--- config.mk ---
export PLATFORM = sky130hd
export DESIGN_NAME = alu_cmd_sequencer
export DESIGN_NICKNAME = d
export VERILOG_FILES = /design/src/rtl/alu_seq_pkg.sv /design/src/rtl/alu_seq_settle_timer.sv /design/src/rtl/alu_cmd_sequencer.sv
export SDC_FILE = /design/constraint.sdc
export NUM_CORES = 1
export LEC_CHECK = 0
export ABC_CLOCK_PERIOD_IN_PS = 2400
export BUFFER_PORTS_ARGS = -buffer_cell sky130_fd_sc_hd__buf_2
export CAP_MARGIN = 20
export CORE_MARGIN = 3
export CORE_UTILIZATION = 25
export CTS_BUF_LIST = sky130_fd_sc_hd__clkbuf_8
export DETAILED_ROUTE_END_ITERATION = 8
export PLACE_DENSITY = 0.52
export SKIP_LAST_GASP = 1
export SLEW_MARGIN = 20
export SYNTH_ARGS = -nofsm -noshare
export SYNTH_HDL_FRONTEND = slang
export SYNTH_HIERARCHICAL = 1
export SYNTH_SLANG_ARGS = --single-unit
export TNS_END_PERCENT = 30
--- constraint.sdc ---
create_clock -name clk -period 2.4 [get_ports clk]
set_input_delay 0.24 -clock clk [delete_from_list [all_inputs] [get_ports clk]]
set_output_delay 0.24 -clock clk [all_outputs]
set_load 0.1 [all_outputs]
--- src/rtl/alu_seq_pkg.sv ---
// ============================================================================
//  Module   : alu_seq_pkg
//  Brief    : Opcodes, state encoding and helpers shared by the ALU sequencer.
//  Revision : 1.0 - initial release
// ============================================================================
`default_nettype none

package alu_seq_pkg;

   localparam logic [3:0] OP_NOP = 4'b0000;
   localparam logic [3:0] OP_ADD = 4'b0010;
   localparam logic [3:0] OP_SUB = 4'b0011;
   localparam logic [3:0] OP_MUL = 4'b0100;
   localparam logic [3:0] OP_DIV = 4'b0101;
   localparam logic [3:0] OP_MOD = 4'b0110;

   localparam int ERR_OVF = 0;
   localparam int ERR_DZE = 1;

   typedef enum logic [1:0] {
      IDLE = 2'd0,
      WAIT = 2'd1,
      RESP = 2'd2
   } seq_state_e;

   function automatic logic is_legal_op(input logic [3:0] op);
      return (op == OP_ADD) || (op == OP_SUB) || (op == OP_MUL) ||
             (op == OP_DIV) || (op == OP_MOD);
   endfunction

endpackage

`default_nettype wire

--- src/rtl/alu_seq_settle_timer.sv ---
// ============================================================================
//  Module   : alu_seq_settle_timer
//  Brief    : Loadable down-counter with a zero flag for the settle window.
//  Revision : 1.0 - initial release
// ============================================================================
`default_nettype none

module alu_seq_settle_timer #(
   parameter int CNT_W = 4
) (
   input  logic             clk,
   input  logic             rst_n,
   input  logic             load_i,
   input  logic [CNT_W-1:0] load_val_i,
   input  logic             dec_i,
   output logic             zero_o
);

   logic [CNT_W-1:0] cnt_q;
   logic [CNT_W-1:0] cnt_d;

   always_comb begin
      cnt_d = cnt_q;
      if (load_i) begin
         cnt_d = load_val_i;
      end else if (dec_i && (cnt_q != '0)) begin
         cnt_d = cnt_q - 1'b1;
      end
   end

   always_ff @(posedge clk) begin
      if (!rst_n) begin
         cnt_q <= '0;
      end else begin
         cnt_q <= cnt_d;
      end
   end

   assign zero_o = (cnt_q == '0);

endmodule

`default_nettype wire

--- src/rtl/alu_cmd_sequencer.sv ---
// ============================================================================
//  Module   : alu_cmd_sequencer
//  Brief    : Clocked command/response front-end for the combinational ALU
//             breadboard, with a chaining accumulator.
//             Optional error counter output enabled by ALU_SEQ_ERR_COUNT_EN.
//  Revision : 1.0 - initial release
// ============================================================================
`default_nettype none

module alu_cmd_sequencer
   import alu_seq_pkg::*;
#(
   parameter int SETTLE_CYCLES = 4,
   parameter int CNT_W         = 4
) (
   input  logic        clk,
   input  logic        rst_n,
   input  logic        cmd_valid,
   output logic        cmd_ready,
   input  logic [3:0]  cmd_op,
   input  logic [15:0] cmd_a,
   input  logic [15:0] cmd_b,
   input  logic        cmd_use_acc,
   input  logic        acc_clear,
   output logic [15:0] alu_in1,
   output logic [15:0] alu_in2,
   output logic [3:0]  alu_op,
   input  logic [31:0] alu_out,
   input  logic [1:0]  alu_err,
   output logic        rsp_valid,
   input  logic        rsp_ready,
   output logic [31:0] rsp_data,
   output logic [1:0]  rsp_err,
   output logic        rsp_illegal,
`ifdef ALU_SEQ_ERR_COUNT_EN
   output logic [7:0]  err_count,
`endif
   output logic [31:0] acc
);

   localparam logic [CNT_W-1:0] c_SETTLE_LOAD = CNT_W'(SETTLE_CYCLES - 1);

   generate
      if (SETTLE_CYCLES < 1) begin : g_bad_settle
         $error("alu_cmd_sequencer: SETTLE_CYCLES must be at least 1");
      end
      if ((2 ** CNT_W) <= SETTLE_CYCLES) begin : g_bad_cnt_w
         $error("alu_cmd_sequencer: CNT_W too narrow for SETTLE_CYCLES");
      end
   endgenerate

   seq_state_e  state_q, state_d;
   logic [15:0] alu_in1_q, alu_in1_d;
   logic [15:0] alu_in2_q, alu_in2_d;
   logic [3:0]  alu_op_q, alu_op_d;
   logic        rsp_valid_q, rsp_valid_d;
   logic [31:0] rsp_data_q, rsp_data_d;
   logic [1:0]  rsp_err_q, rsp_err_d;
   logic        rsp_illegal_q, rsp_illegal_d;
   logic [31:0] acc_q, acc_d;

   logic        tmr_load;
   logic        tmr_dec;
   logic        tmr_zero;
   logic        cap_has_err;

   alu_seq_settle_timer #(
      .CNT_W (CNT_W)
   ) u_timer (
      .clk        (clk),
      .rst_n      (rst_n),
      .load_i     (tmr_load),
      .load_val_i (c_SETTLE_LOAD),
      .dec_i      (tmr_dec),
      .zero_o     (tmr_zero)
   );

   assign cap_has_err = alu_err[ERR_OVF] | alu_err[ERR_DZE];

   always_comb begin
      state_d       = state_q;
      alu_in1_d     = alu_in1_q;
      alu_in2_d     = alu_in2_q;
      alu_op_d      = alu_op_q;
      rsp_valid_d   = rsp_valid_q;
      rsp_data_d    = rsp_data_q;
      rsp_err_d     = rsp_err_q;
      rsp_illegal_d = rsp_illegal_q;
      acc_d         = acc_q;
      tmr_load      = 1'b0;
      tmr_dec       = 1'b0;

      case (state_q)
         IDLE: begin
            if (cmd_valid) begin
               if (is_legal_op(cmd_op)) begin
                  alu_in1_d = cmd_use_acc ? acc_q[15:0] : cmd_a;
                  alu_in2_d = cmd_b;
                  alu_op_d  = cmd_op;
                  tmr_load  = 1'b1;
                  state_d   = WAIT;
               end else begin
                  // Illegal ops never reach the breadboard; answer directly.
                  rsp_data_d    = '0;
                  rsp_err_d     = '0;
                  rsp_illegal_d = 1'b1;
                  rsp_valid_d   = 1'b1;
                  state_d       = RESP;
               end
            end
         end
         WAIT: begin
            if (tmr_zero) begin
               rsp_data_d    = alu_out;
               rsp_err_d     = alu_err;
               rsp_illegal_d = 1'b0;
               rsp_valid_d   = 1'b1;
               alu_op_d      = OP_NOP;
               if (!cap_has_err) begin
                  acc_d = alu_out;
               end
               state_d = RESP;
            end else begin
               tmr_dec = 1'b1;
            end
         end
         RESP: begin
            if (rsp_ready) begin
               rsp_valid_d = 1'b0;
               state_d     = IDLE;
            end
         end
         default: begin
            state_d = IDLE;
         end
      endcase

      if (acc_clear) begin
         acc_d = '0;
      end
   end

   always_ff @(posedge clk) begin
      if (!rst_n) begin
         state_q       <= IDLE;
         alu_in1_q     <= '0;
         alu_in2_q     <= '0;
         alu_op_q      <= OP_NOP;
         rsp_valid_q   <= 1'b0;
         rsp_data_q    <= '0;
         rsp_err_q     <= '0;
         rsp_illegal_q <= 1'b0;
         acc_q         <= '0;
      end else begin
         state_q       <= state_d;
         alu_in1_q     <= alu_in1_d;
         alu_in2_q     <= alu_in2_d;
         alu_op_q      <= alu_op_d;
         rsp_valid_q   <= rsp_valid_d;
         rsp_data_q    <= rsp_data_d;
         rsp_err_q     <= rsp_err_d;
         rsp_illegal_q <= rsp_illegal_d;
         acc_q         <= acc_d;
      end
   end

`ifdef ALU_SEQ_ERR_COUNT_EN
   logic [7:0] err_cnt_q, err_cnt_d;
   logic       err_evt;

   always_comb begin
      err_evt = ((state_q == WAIT) && tmr_zero && cap_has_err) ||
                ((state_q == IDLE) && cmd_valid && !is_legal_op(cmd_op));
      err_cnt_d = err_cnt_q;
      if (acc_clear) begin
         err_cnt_d = '0;
      end else if (err_evt && (err_cnt_q != 8'hFF)) begin
         err_cnt_d = err_cnt_q + 8'd1;
      end
   end

   always_ff @(posedge clk) begin
      if (!rst_n) begin
         err_cnt_q <= '0;
      end else begin
         err_cnt_q <= err_cnt_d;
      end
   end

   assign err_count = err_cnt_q;
`endif

   assign cmd_ready   = (state_q == IDLE);
   assign alu_in1     = alu_in1_q;
   assign alu_in2     = alu_in2_q;
   assign alu_op      = alu_op_q;
   assign rsp_valid   = rsp_valid_q;
   assign rsp_data    = rsp_data_q;
   assign rsp_err     = rsp_err_q;
   assign rsp_illegal = rsp_illegal_q;
   assign acc         = acc_q;

endmodule

`default_nettype wire

# Yosys cells after proc, flatten, opt, wreduce, memory -nomap -nowiden
# Cells that the tools add are included.
dict set report totals {
  regBits 110
  latch_bits 0
  ramBits 0
  romBits 0
  output_inout_bits 105
  wordCells 78
  memories 0
}
dict set report op_classes {
  add_sub_neg 1
  multipliers 0
  div_mod_pow 0
  n_lt_le_gt_ge 0
  n_eq_ne 12
  n_shift 0
  n_mux 32
  bitwise_logic 3
  n_reduce_logical 19
}
# op count
set op_table {}
lappend op_table {{$mux 32} 3}
lappend op_table {{$pmux 32 s2} 1}
lappend op_table {{$mux 2} 9}
lappend op_table {{$mux 16} 1}
lappend op_table {{$eq 4x3->1 const B} 3}
lappend op_table {{$mux 4} 3}
lappend op_table {{$mux 1} 10}
lappend op_table {{$reduce_and 3->1} 3}
lappend op_table {{$eq 4x2->1 const B} 2}
lappend op_table {{$ne 2x2->1 const B} 4}
lappend op_table {{$pmux 4 s2} 1}
lappend op_table {{$reduce_and 4->1} 2}
lappend op_table {{$pmux 2 s3} 1}
lappend op_table {{$reduce_and 5->1} 1}
lappend op_table {{$logic_not 4->1} 1}
lappend op_table {{$logic_or 1x1->1} 4}
lappend op_table {{$pmux 2 s2} 1}
lappend op_table {{$reduce_bool 2->1} 2}
lappend op_table {{$reduce_bool 4->1} 1}
lappend op_table {{$reduce_or 2->1} 2}
lappend op_table {{$sub 4x1->4 const B} 1}
lappend op_table {{$pmux 1 s3} 1}
lappend op_table {{$reduce_bool 3->1} 1}
lappend op_table {{$eq 2x1->1 const B} 1}
lappend op_table {{7 further kinds} 8}

# Depth between registers and ports, before layout
# Gate-level depths: netlist of run 1.
dict set report logic_depth {
  ltp_word 9
  depth_mapped 9
  ltp_nobuf 8
}

# Hierarchy
# Netlist of run 1, hierarchy kept.
# module instances cells_each area_each_um2 seq_area_each_um2
set modules_own_cells {}
lappend modules_own_cells {alu_cmd_sequencer 1 501 4495.6 2122.0}
lappend modules_own_cells {alu_seq_settle_timer 1 31 259.0 80.1}

# Worst setup path after synthesis of run 1
# Ideal clock, no wire load.
dict set report synth_path {
  kind {flip-flop to output port}
  from {register state_q[0]}
  to {output cmd_ready}
  t_arrival_ns 2.039
  t_required_ns 2.160
  slack_ns 0.121
  stages_incl_launch_ff 5
  n_path_buf 3
  path_cell_list {dfxtp_1 buf_2 buf_2 clkbuf_1 nor2_1}
}
dict set report synth_via {
  elab_chain_cells 1
}
# element line_no
set synth_rtl {}
lappend synth_rtl {{from (decl)} alu_cmd_sequencer.sv:52} ;# seq_state_e state_q, state_d;
lappend synth_rtl {{from (signal assigned)} alu_cmd_sequencer.sv:155} ;# state_q <= state_d;
lappend synth_rtl {{$logic_not 2->1} alu_cmd_sequencer.sv:193} ;# assign cmd_ready = (state_q == IDLE);
lappend synth_rtl {{to (decl)} alu_cmd_sequencer.sv:19} ;# output logic cmd_ready,
# Every way passes these cells.

# Final worst setup path of run 1
dict set report layout_path {
  from {register u_timer.cnt_q[0]}
  to {register rsp_err_q[0] (netlist: rsp_err[0])}
}
dict set report layout_via {
  elab_chain_cells 3
}
# element line_no
set layout_rtl {}
lappend layout_rtl {{from (decl)} alu_seq_settle_timer.sv:19} ;# logic [CNT_W-1:0] cnt_q;
lappend layout_rtl {{from (signal assigned)} alu_seq_settle_timer.sv:35} ;# cnt_q <= cnt_d;
lappend layout_rtl {{$logic_not 4->1} alu_seq_settle_timer.sv:39} ;# assign zero_o = (cnt_q == '0);
lappend layout_rtl {{net tmr_zero} alu_cmd_sequencer.sv:64} ;# logic tmr_zero;
lappend layout_rtl {{$ne 2x2->1 (no line)} -}
lappend layout_rtl {{$reduce_and 4->1 (no line)} -}
lappend layout_rtl {{to (signal assigned)} alu_cmd_sequencer.sv:161} ;# rsp_err_q <= rsp_err_d;
lappend layout_rtl {{to (decl)} alu_cmd_sequencer.sv:58} ;# logic [1:0] rsp_err_q, rsp_err_d;
# The timed path passes the listed nets, and every way through them passes these cells.
# A chain may end at the register's enable or synchronous reset.

==> flow_summary.ini, run 1 <==
[logic_synthesis]
synth_largest_area_cell = sky130_fd_sc_hd__dfxtp_1
post_syn_area_um2 = 4750
ys_seq_area_share_pct = 46.3
syn-instance-count = 532
syn-mean-instance-area_um2 = 8.94
top_area_cell_type_share_of_the_netlist_area_pct = 46.3
yosys-top-cells-area = sky130_fd_sc_hd__dfxtp_1 46%, sky130_fd_sc_hd__mux2i_1 15%, sky130_fd_sc_hd__nand3_1 8.2%
count_of_state_elements_after_synthesis = 110
synthDistinctLibCells = 35
synthesis.yosys.warnings = 6

[place]
place.detailed.instances = 908
sum_of_net_half_perimeters_after_detailed_placement_mm = 10.5
port_buffers = 180
finalWeightedCongestion = 0.775

[sta]
clock-skew-final_ps = 13.4
fin_setup_tns_ps = 0
hold_viol_final = 0
fmax_ghz = 0.452
relSlewSlack_pct = 56.1
timing_max_transition_violations_final = 0
rsz0062_at_grt = false
share_of_the_clock_period_used_by_the_worst_path_after_layout_pct = 92.1
setup-violations-final = 0
worst_slew_pin_slew_ps = 659
final_period_minus_worst_setup_slack_ps = 2210

[global_route]
grt_overflow_total = 0
grt_use_total_pct = 13.7
grt_max_degree = 150
grt_pass1_vias = 3950
grt_antenna_before_repair = 1
grt_first_pass_wirelength_mm = 22.0

[die]
design.core.area_um2 = 18300
die_height_um = 144
die_x_um = 144
std_cell_rows = 49
initial_utilization_pct = 25.9
die_area_um2 = 20700
boundary_pins = 181

[clocking]
ctsResizeCount = 0
ctsRootBufferMaster = sky130_fd_sc_hd__clkbuf_8
post_cts_setup_buffer_count = 0
cts_hold_buffers = 0
numCtsBuffers = 9
clk_latency_ps = 380
cts_htree_levels = 3
clock_sinks = 110
clk_pin_slew_ps = 100
cts_tree = yes
cts_buffer_depth = 2

[setup_path]
worst_setup_path_start_kind = register
worst_setup_path_end_kind = register
timing.rr.end = rsp_err[0]
startpoint = u_timer/cnt_q[0]
reg2regPathDepth = 8
ff2ff_setup_slack_ps = 190
timing.critical_path.to = rsp_err[0]
timing.critical_path.arrival_ps = 2520
critical_path.max_fanout = 27
worstSetupPathType = reg2reg
r2r_start = u_timer/cnt_q[0]
worst-endpoint-required_ps = 2710

[finish]
fraction_of_final_layout_cells_with_drive_strength_greater_than_1_pct = 33.8
final_cell_count_no_fill = 925
fill_cell_total_of_the_finished_layout = 1925
area_delta_synth_final_pct = 27.4
num-nets-final = 767

[job]
max-cap-violations = 0

[power]
ir_drop_mv = 0.297
power_density_nw_per_um2 = 645
cellLeakagePower_nw = 2.68

[min_path]
path_type_of_the_worst_min_delay_path = in2reg

[route]
avgViaCountPerCell = 4.58
initialDrtViolationCount = 188
post-route-drc-count = 0
antenna_left = 0
routed_wire_length_mm = 14.8
first_pass_iters = 5
post_drt_wl_per_cell_um = 16.0
route.vias.total = 4238

[outcome]
run_status = completed
==> final cells by class <==
type,instances,area [µm²],area share (%)
Clock inverter,6,92.6,1.53
Tap cell,229,287,4.73
Clock buffer,10,138,2.27
Inverter,9,37.5,0.620
Multi-Input combinational cell,369,2270,37.5
Sequential cell,110,2200,36.4
Antenna cell,1,2.50,0.0413
Timing Repair Buffer,191,1020,16.9
==> layout by cell type, fill, tap and decap left out, types with 2 or more instances in the layout <==
cell type	instances
sky130_fd_sc_hd__a21oi_1	33
sky130_fd_sc_hd__buf_12	3
sky130_fd_sc_hd__buf_2	179
sky130_fd_sc_hd__buf_4	9
sky130_fd_sc_hd__bufinv_16	2
sky130_fd_sc_hd__clkbuf_8	10
sky130_fd_sc_hd__clkinv_2	2
sky130_fd_sc_hd__conb_1	4
sky130_fd_sc_hd__dfxtp_1	109
sky130_fd_sc_hd__inv_1	7
sky130_fd_sc_hd__mux2_2	16
sky130_fd_sc_hd__mux2i_1	72
sky130_fd_sc_hd__nand2_1	102
sky130_fd_sc_hd__nand2b_1	2
sky130_fd_sc_hd__nand3_1	78
sky130_fd_sc_hd__nor2_1	7
sky130_fd_sc_hd__nor3b_1	2
sky130_fd_sc_hd__o21a_1	3
sky130_fd_sc_hd__o21ai_0	33
==> cells by family (layout without fill, tap and decap cells) <==
logic type                 count (synthesis)  in the layout  synth area share (%)
other                                      2              5                 0.158
buffers and inverters                     55            216                  6.32
muxes                                     88             88                  18.9
adders and majority gates                  1              1                 0.263
DFF                                      110            110                  46.3
and+or+nand+nor                          201            201                  19.3
AOI/OAI and AO/OA                         75             75                  8.74
==> critical path: stages, from the launching register on <==
cell and delay, ps:
sky130_fd_sc_hd__dfxtp_1 350, sky130_fd_sc_hd__inv_1 80, sky130_fd_sc_hd__ha_1 210, sky130_fd_sc_hd__or3b_4 410, sky130_fd_sc_hd__clkinv_2 110, sky130_fd_sc_hd__mux2i_1 120
sky130_fd_sc_hd__a311oi_4 370, sky130_fd_sc_hd__buf_12 260, sky130_fd_sc_hd__mux2i_1 210
==> registers in the layout, indices dropped and copies added, names as in the netlist <==
name           flops
acc               32
rsp_data          32
alu_in1           16
alu_in2           16
alu_op             4
u_timer/cnt_q      4
rsp_err            2
state_q            2
rsp_illegal        1
rsp_valid          1
==> worst min-delay path by stage <==
stage / cells after the start / end / start / slack [ps]
after CTS: 3 / alu_in2[10] / cmd_b[10] / 70
final: 3 / alu_in2[10] / cmd_b[10] / 100
after floorplan: 2 / u_timer/cnt_q[3] / rst_n / 380
after detailed placement: 2 / alu_op[3] / alu_op[3] / 430
after global placement: 2 / alu_op[3] / alu_op[3] / 430
after global routing: 3 / alu_in2[13] / cmd_b[13] / 80
==> report_power, final <==
| group | leakage (nW) | internal (W) | switching [W] |
|---|---|---|---|
| Clock | 0.115 | 0.000626 | 0.000666 |
| Combinational | 1.67 | 0.000197 | 0.000525 |
| Sequential | 0.890 | 0.00187 | 0.0000266 |
==> metal layers <==
metal	routed length, µm	share of wire, %	track usage (%)
met2	6760	46	21.3
met3	858	5.8	3.83
met1	6940	47	18.3
met4	210	1.4	4.26
met5	13	0.088	0
==> cells in the mapped netlist, drive strengths merged <==
master and number:
dfxtp 110, nand2 102, nand3 78, mux2i 72, o21ai 34, a21oi 33
clkbuf 27, buf 19, mux2 16, inv 8, nor2 8, a311oi 3
o21a 3, conb 2, nand2b 2, nor3b 2, or2 2, a31oi 1
and3b 1, clkinv 1, ha 1, nand3b 1, nand4 1, nand4b 1
nor2b 1, nor4b 1, o2111ai 1, or3b 1
==> through the flow <==
step	setup slack [ps]	hold WS, ps	util (%)	total power (W)	area [µm²]
final	190	96.1	33.0	0.00391	6060
after global routing	56.1	77.4	33.0	0.00408	6050
after CTS	193	66.1	33.0	0.00397	6050
after detailed placement	215	429	31.8	0.00266	5820
after global placement	292	427	31.8	0.00266	5820
after floorplan	121	378	-	0.00249	4760
Power figures use the tool's default switching activity.
==> inputs of run 2 (changes only) <==
--- a/config.mk
+++ b/config.mk
@@ -5,7 +5,7 @@
 export SDC_FILE = /design/constraint.sdc
 export NUM_CORES = 1
 export LEC_CHECK = 0
-export ABC_CLOCK_PERIOD_IN_PS = 2400
+export ABC_CLOCK_PERIOD_IN_PS = 2100
 export BUFFER_PORTS_ARGS = -buffer_cell sky130_fd_sc_hd__buf_2
 export CAP_MARGIN = 20
 export CORE_MARGIN = 3
==> constraint.sdc (replaced) <==
create_clock -name clk -period 2.1 [get_ports clk]
set_input_delay 0.21 -clock clk [delete_from_list [all_inputs] [get_ports clk]]
set_output_delay 0.21 -clock clk [all_outputs]
set_load 0.1 [all_outputs]
==> flow_summary.ini, run 2 (same netlist as run 1, synthesis figures left out) <==
[outcome]
run_status = completed

[global_route]
grt_max_degree = 79
grt_use_total_pct = 13.7
grt_first_pass_wirelength_mm = 22.0
grt_antenna_before_repair = 0
grt_pass1_vias = 3885
grt_overflow_total = 0

[clocking]
numCtsBuffers = 9
ctsRootBufferMaster = sky130_fd_sc_hd__clkbuf_8
clock_sinks = 110
cts_htree_levels = 3
clk_latency_ps = 380
cts_hold_buffers = 0
cts_tree = yes
clk_pin_slew_ps = 100
cts_buffer_depth = 2

[setup_path]
worst_setup_path_end_kind = register
critical-path-max-stage-delay_ps = 400
timing.critical_path.arrival_ps = 2310
critical_path_cell_count = 9
worstSetupPathType = reg2reg
ff2ff_setup_slack_ps = 100
worst_setup_path_start_kind = register
worst-endpoint-required_ps = 2410
worst_path_bufs_invs = 4
timing.critical_path.max_delay_family = buffers and inverters
timing.rr.end = rsp_data[4]
critical_path.max_fanout = 9
path_cells = inv_1 > ha_4 > or3b_4 > clkinv_2 > mux2i_1 > a311oi_4 > buf_6 > buf_6 > mux2i_1
slowest_stage = sky130_fd_sc_hd__or3b_4
reg2regPathDepth = 9
r2r_start = u_timer/cnt_q[1]

[min_path]
hold_start = cmd_b[6]
path_type_of_the_worst_min_delay_path = in2reg
worst_hold_path.num_cells = 3
timing.hold.worst_endpoint = alu_in2[6]

[sta]
worst_slew_pin_slew_ps = 625
setup-violations-final = 0
relSlewSlack_pct = 58.4
hold_viol_final = 0
clock-skew-final_ps = 12.3
fmax_ghz = 0.501
share_of_the_clock_period_used_by_the_worst_path_after_layout_pct = 95.1
fin_setup_tns_ps = 0
post-route-worst-setup-slack_ps = 104
timing_max_transition_violations_final = 0
final_period_minus_worst_setup_slack_ps = 2000

[finish]
fraction_of_final_layout_cells_with_drive_strength_greater_than_1_pct = 34.9
mostFrequentLayoutCell = sky130_fd_sc_hd__buf_2
area_delta_synth_final_pct = 30.2
fill_cell_total_of_the_finished_layout = 1904
fin_util_pct = 33.8
num-nets-final = 777
layout.cells.most_common_list = 179 x sky130_fd_sc_hd__buf_2, 110 x sky130_fd_sc_hd__dfxtp_1, 102 x sky130_fd_sc_hd__nand2_1, 78 x sky130_fd_sc_hd__nand3_1, 72 x sky130_fd_sc_hd__mux2i_1

[power]
switching_power_w = 0.00140
cellLeakagePower_nw = 2.74
internal-power_w = 0.00291
seqPwrFrac_pct = 50.2
power_density_nw_per_um2 = 696
pwr-share-comb_pct = 20.9
pwr-share-clk_pct = 28.9
ir_drop_mv = 0.283
power.switching_fraction_pct = 32.4

[route]
first_pass_iters = 4
avgViaCountPerCell = 4.55
antenna_left = 0
post_drt_wl_per_cell_um = 16.1
routed_wire_length_mm = 15.1
post-route-drc-count = 0
initialDrtViolationCount = 285
route.vias.total = 4256

[die]
boundary_pins = 181
std_cell_rows = 49
die_height_um = 144
die_x_um = 144
design.core.area_um2 = 18300
die_area_um2 = 20700
initial_utilization_pct = 25.9

[place]
post-place-ws_ps = 14.1
port_buffers = 180
finalWeightedCongestion = 0.809
sum_of_net_half_perimeters_after_detailed_placement_mm = 10.3

[job]
max-cap-violations = 0
==> run 2: through the flow <==
step	instance area [µm²]	hold slack [ps]	power, W	cells
floorplan	4760	348	0.00285	534
global placement	5890	427	0.00306	911
detailed placement	5890	433	0.00306	911
CTS	6070	24.9	0.00433	927
global route	6190	33.3	0.00451	934
finish	6190	61.1	0.00431	935
==> run 2: worst max-delay path by stage <==
stage	start	to	slack, ps
2_1_floorplan	u_timer/cnt_q[0]	rsp_data[0]	140
4_1_cts	u_timer/cnt_q[0]	rsp_data[8]	-1
6_report	u_timer/cnt_q[1]	rsp_data[4]	100
5_1_grt	u_timer/cnt_q[1]	rsp_data[8]	-30
3_5_place_dp	u_timer/cnt_q[0]	rsp_data[8]	10
3_3_place_gp	u_timer/cnt_q[0]	rsp_data[2]	60
==> run 2: timing repair <==
item	4_1_cts	5_1_grt
gates cloned	0	4
endpoints found under the hold margin	0	0
setup endpoints to repair	1	69
pin swaps	0	2
setup buffers	0	3
resized for setup	0	8
==> run 2: routing by layer <==
| metal | track usage [%] | wire length [µm] | vias to the layer above |
|---|---|---|---|
| li1 | - | - | 2152 |
| met1 | 19.3 | 7320 | 1972 |
| met2 | 19.9 | 6560 | 114 |
| met3 | 3.09 | 839 | 18 |
| met4 | 5.85 | 329 | 0 |
| met5 | 0 | 0 | - |
==> run 2: final cells by class <==
class	count	area, µm²	share of cell area (%)
flip-flops and latches	110	2200	35.6
clock buffers	11	151	2.45
repair buffers	201	1190	19.2
well taps	229	287	4.63
multi-input cells	369	2290	37.0
clock inverters	5	33.8	0.546
inverters	9	37.5	0.607
diodes	1	2.50	0.0404
==> run 2: power by group through the flow <==
stage	sequential, W	combinational (W)	clock [W]
3_3_place_gp	0.00221	0.000851	0
3_5_place_dp	0.00221	0.000848	0
5_1_grt	0.00217	0.000954	0.00138
2_1_floorplan	0.00249	0.000364	0
4_1_cts	0.00216	0.000849	0.00132
6_report	0.00216	0.000898	0.00124
==> run 2: tightest hold or removal path, stage by stage <==
cell and delay [ps]:
sky130_fd_sc_hd__buf_2 100, sky130_fd_sc_hd__nand2_1 40, sky130_fd_sc_hd__mux2i_1 50
